$ cat src/rtl/ram_arbiter_if.sv
// Bundle of both requester ports and the RAM-side bus of the arbiter.
// The slave modport is the arbiter's view. The master modport is the requester/RAM side.
interface ram_arbiter_if #(
    parameter int D_WIDTH = 16,
    parameter int A_WIDTH = 12
);
    logic               a_req_in;
    logic               a_write_in;
    logic [A_WIDTH-1:0] a_address_in;
    logic [D_WIDTH-1:0] a_data_in;
    logic               a_ack_out;
    logic [D_WIDTH-1:0] a_data_out;

    logic               b_req_in;
    logic               b_write_in;
    logic [A_WIDTH-1:0] b_address_in;
    logic [D_WIDTH-1:0] b_data_in;
    logic               b_ack_out;
    logic [D_WIDTH-1:0] b_data_out;

    logic [D_WIDTH-1:0] ram_data_in;
    logic [D_WIDTH-1:0] ram_data_out;
    logic [A_WIDTH-1:0] ram_address_out;
    logic               ram_read_enable_out;
    logic               ram_write_enable_out;
    logic               busy_out;

    modport slave (
        input  a_req_in, a_write_in, a_address_in, a_data_in,
        input  b_req_in, b_write_in, b_address_in, b_data_in,
        input  ram_data_in,
        output a_ack_out, a_data_out, b_ack_out, b_data_out,
        output ram_data_out, ram_address_out, ram_read_enable_out,
        output ram_write_enable_out, busy_out
    );

    modport master (
        output a_req_in, a_write_in, a_address_in, a_data_in,
        output b_req_in, b_write_in, b_address_in, b_data_in,
        output ram_data_in,
        input  a_ack_out, a_data_out, b_ack_out, b_data_out,
        input  ram_data_out, ram_address_out, ram_read_enable_out,
        input  ram_write_enable_out, busy_out
    );
endinterface

$ cat src/rtl/ram_arbiter.sv
// Round-robin arbiter for two req/ack ports sharing a single-port RAM.
// Each transaction follows IDLE -> ISSUE -> CAPTURE. The ack and any read data appear in the following cycle.
module ram_arbiter #(
    parameter int D_WIDTH = 16,
    parameter int A_WIDTH = 12
) (
    input  logic          clock,
    input  logic          reset,
    ram_arbiter_if.slave  bus
);
    localparam logic [1:0] S_IDLE    = 2'd0;
    localparam logic [1:0] S_ISSUE   = 2'd1;
    localparam logic [1:0] S_CAPTURE = 2'd2;

    localparam logic PORT_A = 1'b0;
    localparam logic PORT_B = 1'b1;

    logic [1:0]         r_state;
    logic               r_owner;
    logic               r_last_grant;
    logic               r_write;
    logic [A_WIDTH-1:0] r_address;
    logic [D_WIDTH-1:0] r_data;
    logic               r_a_ack;
    logic               r_b_ack;
    logic [D_WIDTH-1:0] r_a_dout;
    logic [D_WIDTH-1:0] r_b_dout;

    logic w_a_elig;
    logic w_b_elig;
    logic w_grant_a;
    logic w_grant_b;
    logic w_issue;

    // A port acked this cycle still shows req high, so it sits out one round.
    assign w_a_elig  = bus.a_req_in & ~r_a_ack;
    assign w_b_elig  = bus.b_req_in & ~r_b_ack;
    assign w_grant_b = w_b_elig & (~w_a_elig | (r_last_grant == PORT_A));
    assign w_grant_a = w_a_elig & ~w_grant_b;

    // Gating the enables with reset means no RAM access can happen on a reset edge.
    assign w_issue = (r_state == S_ISSUE) & ~reset;

    assign bus.ram_write_enable_out = w_issue &  r_write;
    assign bus.ram_read_enable_out  = w_issue & ~r_write;
    assign bus.ram_address_out      = r_address;
    assign bus.ram_data_out         = r_data;
    assign bus.busy_out             = (r_state != S_IDLE);
    assign bus.a_ack_out            = r_a_ack;
    assign bus.b_ack_out            = r_b_ack;
    assign bus.a_data_out           = r_a_dout;
    assign bus.b_data_out           = r_b_dout;

    always_ff @(posedge clock) begin
        if (reset) begin
            r_state      <= S_IDLE;
            r_owner      <= PORT_A;
            r_last_grant <= PORT_B;
            r_write      <= 1'b0;
            r_address    <= '0;
            r_data       <= '0;
            r_a_ack      <= 1'b0;
            r_b_ack      <= 1'b0;
            r_a_dout     <= '0;
            r_b_dout     <= '0;
        end else begin
            r_a_ack <= 1'b0;
            r_b_ack <= 1'b0;
            case (r_state)
                S_IDLE: begin
                    if (w_grant_a) begin
                        r_write      <= bus.a_write_in;
                        r_address    <= bus.a_address_in;
                        r_data       <= bus.a_data_in;
                        r_owner      <= PORT_A;
                        r_last_grant <= PORT_A;
                        r_state      <= S_ISSUE;
                    end else if (w_grant_b) begin
                        r_write      <= bus.b_write_in;
                        r_address    <= bus.b_address_in;
                        r_data       <= bus.b_data_in;
                        r_owner      <= PORT_B;
                        r_last_grant <= PORT_B;
                        r_state      <= S_ISSUE;
                    end
                end
                S_ISSUE: r_state <= S_CAPTURE;
                S_CAPTURE: begin
                    // The RAM output register now holds the word read in ISSUE.
                    if (r_owner == PORT_A) begin
                        r_a_ack <= 1'b1;
                        if (!r_write) r_a_dout <= bus.ram_data_in;
                    end else begin
                        r_b_ack <= 1'b1;
                        if (!r_write) r_b_dout <= bus.ram_data_in;
                    end
                    r_state <= S_IDLE;
                end
                default: r_state <= S_IDLE;
            endcase
        end
    end
endmodule

$ cat src/flat_wrapper.sv
// flat-port wrapper written by rule: the top's interface ports become plain ports
module ram_arbiter_flat 
#(
    parameter int D_WIDTH = 16,
    parameter int A_WIDTH = 12
)
  (clock, reset, bus_a_req_in, bus_a_write_in, bus_a_address_in, bus_a_data_in, bus_b_req_in, bus_b_write_in, bus_b_address_in, bus_b_data_in, bus_ram_data_in, bus_a_ack_out, bus_a_data_out, bus_b_ack_out, bus_b_data_out, bus_ram_data_out, bus_ram_address_out, bus_ram_read_enable_out, bus_ram_write_enable_out, bus_busy_out);
  ram_arbiter_if #(.D_WIDTH(D_WIDTH), .A_WIDTH(A_WIDTH)) bus_i ();
  input  logic clock;
  input  logic reset;
  input wire logic [$bits(bus_i.a_req_in)-1:0] bus_a_req_in;
  input wire logic [$bits(bus_i.a_write_in)-1:0] bus_a_write_in;
  input wire logic [$bits(bus_i.a_address_in)-1:0] bus_a_address_in;
  input wire logic [$bits(bus_i.a_data_in)-1:0] bus_a_data_in;
  input wire logic [$bits(bus_i.b_req_in)-1:0] bus_b_req_in;
  input wire logic [$bits(bus_i.b_write_in)-1:0] bus_b_write_in;
  input wire logic [$bits(bus_i.b_address_in)-1:0] bus_b_address_in;
  input wire logic [$bits(bus_i.b_data_in)-1:0] bus_b_data_in;
  input wire logic [$bits(bus_i.ram_data_in)-1:0] bus_ram_data_in;
  output wire logic [$bits(bus_i.a_ack_out)-1:0] bus_a_ack_out;
  output wire logic [$bits(bus_i.a_data_out)-1:0] bus_a_data_out;
  output wire logic [$bits(bus_i.b_ack_out)-1:0] bus_b_ack_out;
  output wire logic [$bits(bus_i.b_data_out)-1:0] bus_b_data_out;
  output wire logic [$bits(bus_i.ram_data_out)-1:0] bus_ram_data_out;
  output wire logic [$bits(bus_i.ram_address_out)-1:0] bus_ram_address_out;
  output wire logic [$bits(bus_i.ram_read_enable_out)-1:0] bus_ram_read_enable_out;
  output wire logic [$bits(bus_i.ram_write_enable_out)-1:0] bus_ram_write_enable_out;
  output wire logic [$bits(bus_i.busy_out)-1:0] bus_busy_out;
  assign bus_i.a_req_in = bus_a_req_in;
  assign bus_i.a_write_in = bus_a_write_in;
  assign bus_i.a_address_in = bus_a_address_in;
  assign bus_i.a_data_in = bus_a_data_in;
  assign bus_i.b_req_in = bus_b_req_in;
  assign bus_i.b_write_in = bus_b_write_in;
  assign bus_i.b_address_in = bus_b_address_in;
  assign bus_i.b_data_in = bus_b_data_in;
  assign bus_i.ram_data_in = bus_ram_data_in;
  assign bus_a_ack_out = bus_i.a_ack_out;
  assign bus_a_data_out = bus_i.a_data_out;
  assign bus_b_ack_out = bus_i.b_ack_out;
  assign bus_b_data_out = bus_i.b_data_out;
  assign bus_ram_data_out = bus_i.ram_data_out;
  assign bus_ram_address_out = bus_i.ram_address_out;
  assign bus_ram_read_enable_out = bus_i.ram_read_enable_out;
  assign bus_ram_write_enable_out = bus_i.ram_write_enable_out;
  assign bus_busy_out = bus_i.busy_out;
  ram_arbiter #(.D_WIDTH(D_WIDTH), .A_WIDTH(A_WIDTH)) u_core (.clock(clock), .reset(reset), .bus(bus_i));
endmodule
$ cat config.mk
export PLATFORM = sky130hd
export DESIGN_NAME = ram_arbiter_flat
export DESIGN_NICKNAME = d
export VERILOG_FILES = /design/src/rtl/ram_arbiter_if.sv /design/src/rtl/ram_arbiter.sv /design/src/flat_wrapper.sv
export SDC_FILE = /design/constraint.sdc
export NUM_CORES = 1
export LEC_CHECK = 0
export BUFFER_PORTS_ARGS = -buffer_cell sky130_fd_sc_hd__buf_2
export CORE_MARGIN = 5
export CORE_UTILIZATION = 41
export CTS_CLUSTER_SIZE = 28
export DETAILED_ROUTE_END_ITERATION = 10
export PLACE_DENSITY = 0.82
export REMOVE_ABC_BUFFERS = 1
export SLEW_MARGIN = 10
export SYNTH_ARGS = -nofsm -noshare
export SYNTH_HDL_FRONTEND = slang
export SYNTH_SLANG_ARGS = --single-unit
$ cat constraint.sdc
create_clock -name clock -period 1.3 [get_ports clock]
set_input_delay 0 -clock clock [delete_from_list [all_inputs] [get_ports clock]]
set_output_delay 0 -clock clock [all_outputs]
set_load 0.02 [all_outputs]
Word level (Yosys, flattened, before mapping)
Cells that the tools add are included.
{"block": "word_totals", "register_bits": 67, "inputBits": 78, "out_inout_bits": 65, "elab_cells": 50}
{"block": "op_classes", "eq_ne": 3, "muxes": 13, "n_bitwise": 17, "reduce_logical": 7}
{"operator": "$mux W16", "count": 2}
{"operator": "$mux W12", "count": 2}
{"operator": "$not A1 Y1", "count": 9}
{"operator": "$and A1 B1 Y1", "count": 7}
{"operator": "$mux W1", "count": 6}
{"operator": "$reduce_and A3 Y1", "count": 2}
{"operator": "$mux W2", "count": 2}
{"operator": "$pmux W2 S2", "count": 1}
{"operator": "$reduce_bool A2 Y1", "count": 2}
{"operator": "$ne A3 B1 Y1 const B", "count": 1}
{"operator": "$eq A2 B1 Y1 const B", "count": 1}
{"operator": "$eq A2 B2 Y1 const B", "count": 1}
{"operator": "$logic_not A2 Y1", "count": 1}
{"operator": "$reduce_and A2 Y1", "count": 1}
{"operator": "$reduce_or A2 Y1", "count": 1}
{"operator": "$or A1 B1 Y1", "count": 1}

Longest topological paths before layout
{"block": "depth", "word_depth": 9, "ltp_mapped": 6, "depth_no_buf": 4}

Worst setup path after synthesis
No wires, ideal clock.
{"block": "synth_timing", "path_type": "flip-flop to flip-flop", "startpoint": "register u_core.r_state[0]", "endpoint": "register u_core.r_data[3] (netlist: u_core.bus.ram_data_out[3])", "setup_time_ns": 0.089, "arrival_time_ns": 1.370, "required_time_ns": 1.211, "setup_slack_ns": -0.159, "stages_incl_launch_ff": 7, "n_path_buf": 2, "period_less_slack_ns": 1.459, "path_cell_list": "dfxtp_1 -> or2_1 -> o21ba_4 -> buf_8 -> buf_6 -> nor2_1 -> a311oi_2"}
{"block": "synth_between", "elab_chain_len": 2}
{"item": "start: declaration", "line_no": "ram_arbiter.sv:18", "rtl": "logic [1:0] r_state;"}
{"item": "start signal: assignment", "line_no": "ram_arbiter.sv:56", "rtl": "r_state <= S_IDLE;"}
{"item": "start signal: assignment", "line_no": "ram_arbiter.sv:77", "rtl": "r_state <= S_ISSUE;"}
{"item": "start signal: assignment", "line_no": "ram_arbiter.sv:84", "rtl": "r_state <= S_ISSUE;"}
{"item": "$logic_not A2 Y1", "line_no": "ram_arbiter.sv:69", "rtl": "case (r_state)"}
{"item": "$reduce_and A2 Y1 (no line)"}
{"item": "end signal: assignment", "line_no": "ram_arbiter.sv:74", "rtl": "r_data <= bus.a_data_in;"}
{"item": "end signal: assignment", "line_no": "ram_arbiter.sv:81", "rtl": "r_data <= bus.b_data_in;"}
{"item": "end: declaration", "line_no": "ram_arbiter.sv:23", "rtl": "logic [D_WIDTH-1:0] r_data;"}
Every way passes these cells.
A chain may end at the register's enable or synchronous reset.

Worst setup path after layout
{"block": "layout_timing", "startpoint": "register u_core.r_state[0]", "endpoint": "register u_core.r_address[10] (netlist: u_core.bus.ram_address_out[10])"}
{"block": "layout_between", "elab_chain_len": 2}
{"item": "$logic_not A2 Y1", "line_no": "ram_arbiter.sv:69"}
{"item": "$reduce_and A2 Y1 (no line)"}
{"item": "end signal: assignment", "line_no": "ram_arbiter.sv:73", "rtl": "r_address <= bus.a_address_in;"}
{"item": "end signal: assignment", "line_no": "ram_arbiter.sv:80", "rtl": "r_address <= bus.b_address_in;"}
{"item": "end: declaration", "line_no": "ram_arbiter.sv:22", "rtl": "logic [A_WIDTH-1:0] r_address;"}
Every way passes these cells.

==> Implementation_results.wiki <==
{| class="wikitable"
! Metric !! Value
|-
| Sw frac || 31.9%
|-
| I/O pin count || 143
|-
| Worst-skew pair later-pin latency || 0.35 ns
|-
| Layout Skew || 0.0147 ns
|-
| Leak || 2.35 nW
|-
| Final Max Slew Viols || 0
|-
| Global router's overall resource usage || 27.7%
|-
| Most common cell after layout, fill and taps aside || buf_2
|-
| Post-Synthesis Cells || 328
|-
| Share of total power in the clock network || 29.5%
|-
| Non-filler cells, final || 671
|-
| Instance area after placement || 0.00375 mm2
|-
| Maximum number of buffers from clock root to sink || 2
|-
| Combinational group share of total power || 30.6%
|-
| Antenna viol nets, final || 0
|-
| Final core utilization || 78.2%
|-
| Avg WL per Cell || 20.5 um
|-
| Combinational family with the most area after synthesis || simple AND/OR/NAND/NOR gates
|-
| Layout overhead on the synthesized area || 86.0%
|-
| Starting density of the core || 42.0%
|-
| Antenna Cells || 0
|-
| Biggest fanout along the worst timing path || 14
|-
| Buffers on Ports || 142
|-
| Fraction of final layout cells sized beyond drive strength 1 || 53.2%
|-
| Leading cell types in the layout, fill and taps excluded || buf_2 (140), nand2_1 (88), dlygate4sd3_1 (75)
|-
| Category of the worst setup path capture point || flip-flop
|-
| Per-cell via count in the routed design || 5.50
|-
| Number of warnings issued by yosys || 0
|-
| First-pass iteration count of the detailed router || 4
|-
| Placeable core area || 0.00679 mm2
|-
| F_max || 664 MHz
|-
| CTS clk-pin slew, worst paths || 0.08 ns
|-
| Proportion of synthesized chip area in sequential cells || 47.0%
|-
| Worst reg-to-reg setup slack || -0.21 ns
|-
| Clock root buffer || clkbuf_8
|-
| Routed WL || 13.8 mm
|-
| Relative slew slack || 76.4%
|-
| Final setup fails || 66
|-
| Number of unique standard cell types used by synthesis || 26
|-
| Total number of vias || 3693
|-
| Final critical path time including I/O delays and setup || 1.51 ns
|-
| Type of the most critical hold path || primary input to flip-flop
|-
| Largest voltage drop on the vdd net || 675 uV
|-
| Vertical extent of the die || 93.5 um
|-
| Final clock period utilization by the worst path || 116%
|-
| Combined area of all synthesized cells || 0.00286 mm2
|-
| Critical path class || flip-flop to flip-flop
|-
| Critical-path cell with the highest stage delay || dfxtp_2
|-
| Total clock sinks || 67
|-
| Htree depth || 3
|-
| Antenna violations before repair || 0
|-
| Summed area of non-filler cells in the final layout || 0.00531 mm2
|-
| Max Cap Viol || 0
|-
| Violated checks || setup timing
|-
| Worst Tran Pin Value || 0.354 ns
|-
| Number of DRC markers in iteration 0 || 227
|-
| Maximum number of pins on one net before global-route repair || 40
|-
| Unrepaired setup endpoints after global routing || true
|-
| Sum of net half-perimeters after detailed placement || 5.95 mm
|-
| Flop pwr share || 39.9%
|-
| Total CTS buffers || 9
|-
| Power density over cell area || 1100 mW/mm2
|-
| Synthesized-area fraction occupied by ao, oa, aoi and oai cells || 21.6%
|-
| Register bit count reported by yosys || 67
|-
| TritonCTS clock tree || yes
|-
| DRC Markers || 0
|-
| Filler Cells Inserted || 356
|-
| Area enclosed by the die boundary || 0.00873 mm2
|-
| Worst r2r src || u_core.r_state[0]
|-
| # placed instances || 560
|-
| Smallest setup slack after layout || -0.206 ns
|-
| CP Launch Point || u_core.r_state[0]
|-
| Cell row count || 30
|-
| RePlAce Congestion || 0.780
|-
| Multiplexer fraction of the synthesized cell area || 0.351%
|-
| Number of nets in the finished design || 648
|-
| Die extent in x || 93.5 um
|-
| Critical path's largest stage delay || 0.34 ns
|-
| Data arrival time of the critical path || 1.75 ns
|-
| Total net switching power || 0.00186 W
|-
| Cell Int Power || 0.00398 W
|-
| Hold path startpoint || bus_a_req_in
|-
| Overflow left after global routing || 0
|-
| Average footprint of a synthesized cell || 8.70 um2
|-
| Critical path launch point type || flip-flop
|-
| Critical Path RT || 1.55 ns
|-
| Wire length of the first global-routing pass || 18.7 mm
|-
| Fraction of the mapped netlist area in simple logic gates || 25.2%
|-
| Via count of the first global-routing pass || 3620
|-
| Pre-CTS worst setup slack || -0.131 ns
|-
| Final hold viol count || 0
|-
| Total power || 0.00584 W
|-
| Synth Area in XOR/XNOR || 0%
|-
| Share of synthesized cell area in full adder, half adder and majority cells || 0%
|-
| Run status || complete, but fails checks
|-
| List of cells traversed by the critical path || or2_1 > o21ba_4 > buf_12 > nor2_2 > a311oi_2
|}
==> worst paths after layout <==
path	cells after the start	to
setup / recovery	5	u_core.bus.ram_address_out[10]
hold / removal	6	u_core.bus.ram_data_out[9]
setup reg to reg	5	u_core.bus.ram_address_out[10]
hold reg to reg	2	u_core.bus.a_data_out[13]
==> logic make-up after synthesis <==
group | after synthesis
and+or+nand+nor | 170
buffers and inverters | 27
AOI/OAI and AO/OA | 63
DFF | 67
muxes | 1
==> metrics by stage <==
step | hold slack (ns) | setup TNS (ns)
2_1_floorplan | 0.0646 | -18.52
3_3_place_gp | 0.253 | -2.58
3_5_place_dp | 0.260 | -3.40
4_1_cts | 0.406 | -2.91
5_1_grt | 0.440 | -11.41
6_report | 0.425 | -7.38
==> critical path: cells and delay by family, from the launching register on <==
family                 cells  cell delay, ns
AOI/OAI and AO/OA          2            0.60
DFF                        1            0.34
and+or+nand+nor            2            0.30
buffers and inverters      1            0.17
==> cells in the mapped netlist <==
cell type	count	area, um2
dfxtp_1	67	1340
buf_4	3	22.5
nor2_1	20	75.1
nor2b_1	5	31.3
mux2i_1	1	10.0
nand2b_1	2	12.5
buf_12	1	20.0
or3b_1	1	8.76
buf_8	1	15.0
nand2_1	124	465
and2_1	3	18.8
nor3b_1	1	7.51
nor4b_1	1	8.76
buf_1	1	3.75
clkbuf_1	10	37.5
o21ba_4	1	16.3
nor2_2	10	62.6
a311oi_1	1	8.76
or2_1	1	6.26
buf_6	2	22.5
a311oi_2	28	420
buf_2	9	45.0
nor4bb_1	1	10.0
nor3b_2	1	12.5
a21oi_1	32	160
a211oi_2	1	12.5
==> power by group through the flow <==
stage / Combinational, W / Sequential (W) / Clock (W)
floorplan: 0.000476 / 0.00249 / 0
global placement: 0.00112 / 0.00233 / 0
detailed placement: 0.00115 / 0.00233 / 0
CTS: 0.00150 / 0.00230 / 0.00171
global route: 0.00187 / 0.00234 / 0.00186
finish: 0.00179 / 0.00233 / 0.00172
==> state kept, by name, summed over array words and instances (netlist names) <==
name / cells
u_core.bus.a_data_out: 16
u_core.bus.ram_address_out: 12
u_core.r_state: 2
u_core.bus.ram_data_out: 16
u_core.r_owner: 1
u_core.r_write: 1
u_core.bus.b_ack_out: 1
u_core.r_last_grant: 1
u_core.bus.a_ack_out: 1
u_core.bus.b_data_out: 16
==> layer usage <==
layer | wire length [um] | global-route usage (%) | share of wire, %
met1 | 4940 | 32.2 | 36
met2 | 6550 | 46.4 | 48
met3 | 1660 | 9.25 | 12
met4 | 621 | 11.7 | 4.5
met5 | 0 | 0 | 0
==> what timing repair did <==
item | 4_1_cts | 5_1_grt
hold buffers | 75 | 0
pin swaps | 3 | 18
gates resized for setup | 48 | 69
endpoints found under the hold margin | 62 | 0
setup endpoints to repair | 65 | 65
cloned | 6 | 1
buffers inserted | 6 | 7
==> final cells by class <==
cell class	instances	area [um2]	area share, %
Multi-Input combinational cell	234	1650	31.1
Timing Repair Buffer	258	2010	37.8
Tap cell	96	120	2.26
Clock inverter	2	35.0	0.660
Clock buffer	14	153	2.87
Sequential cell	67	1350	25.3
Note: power is estimated with default switching activity, not from simulation.
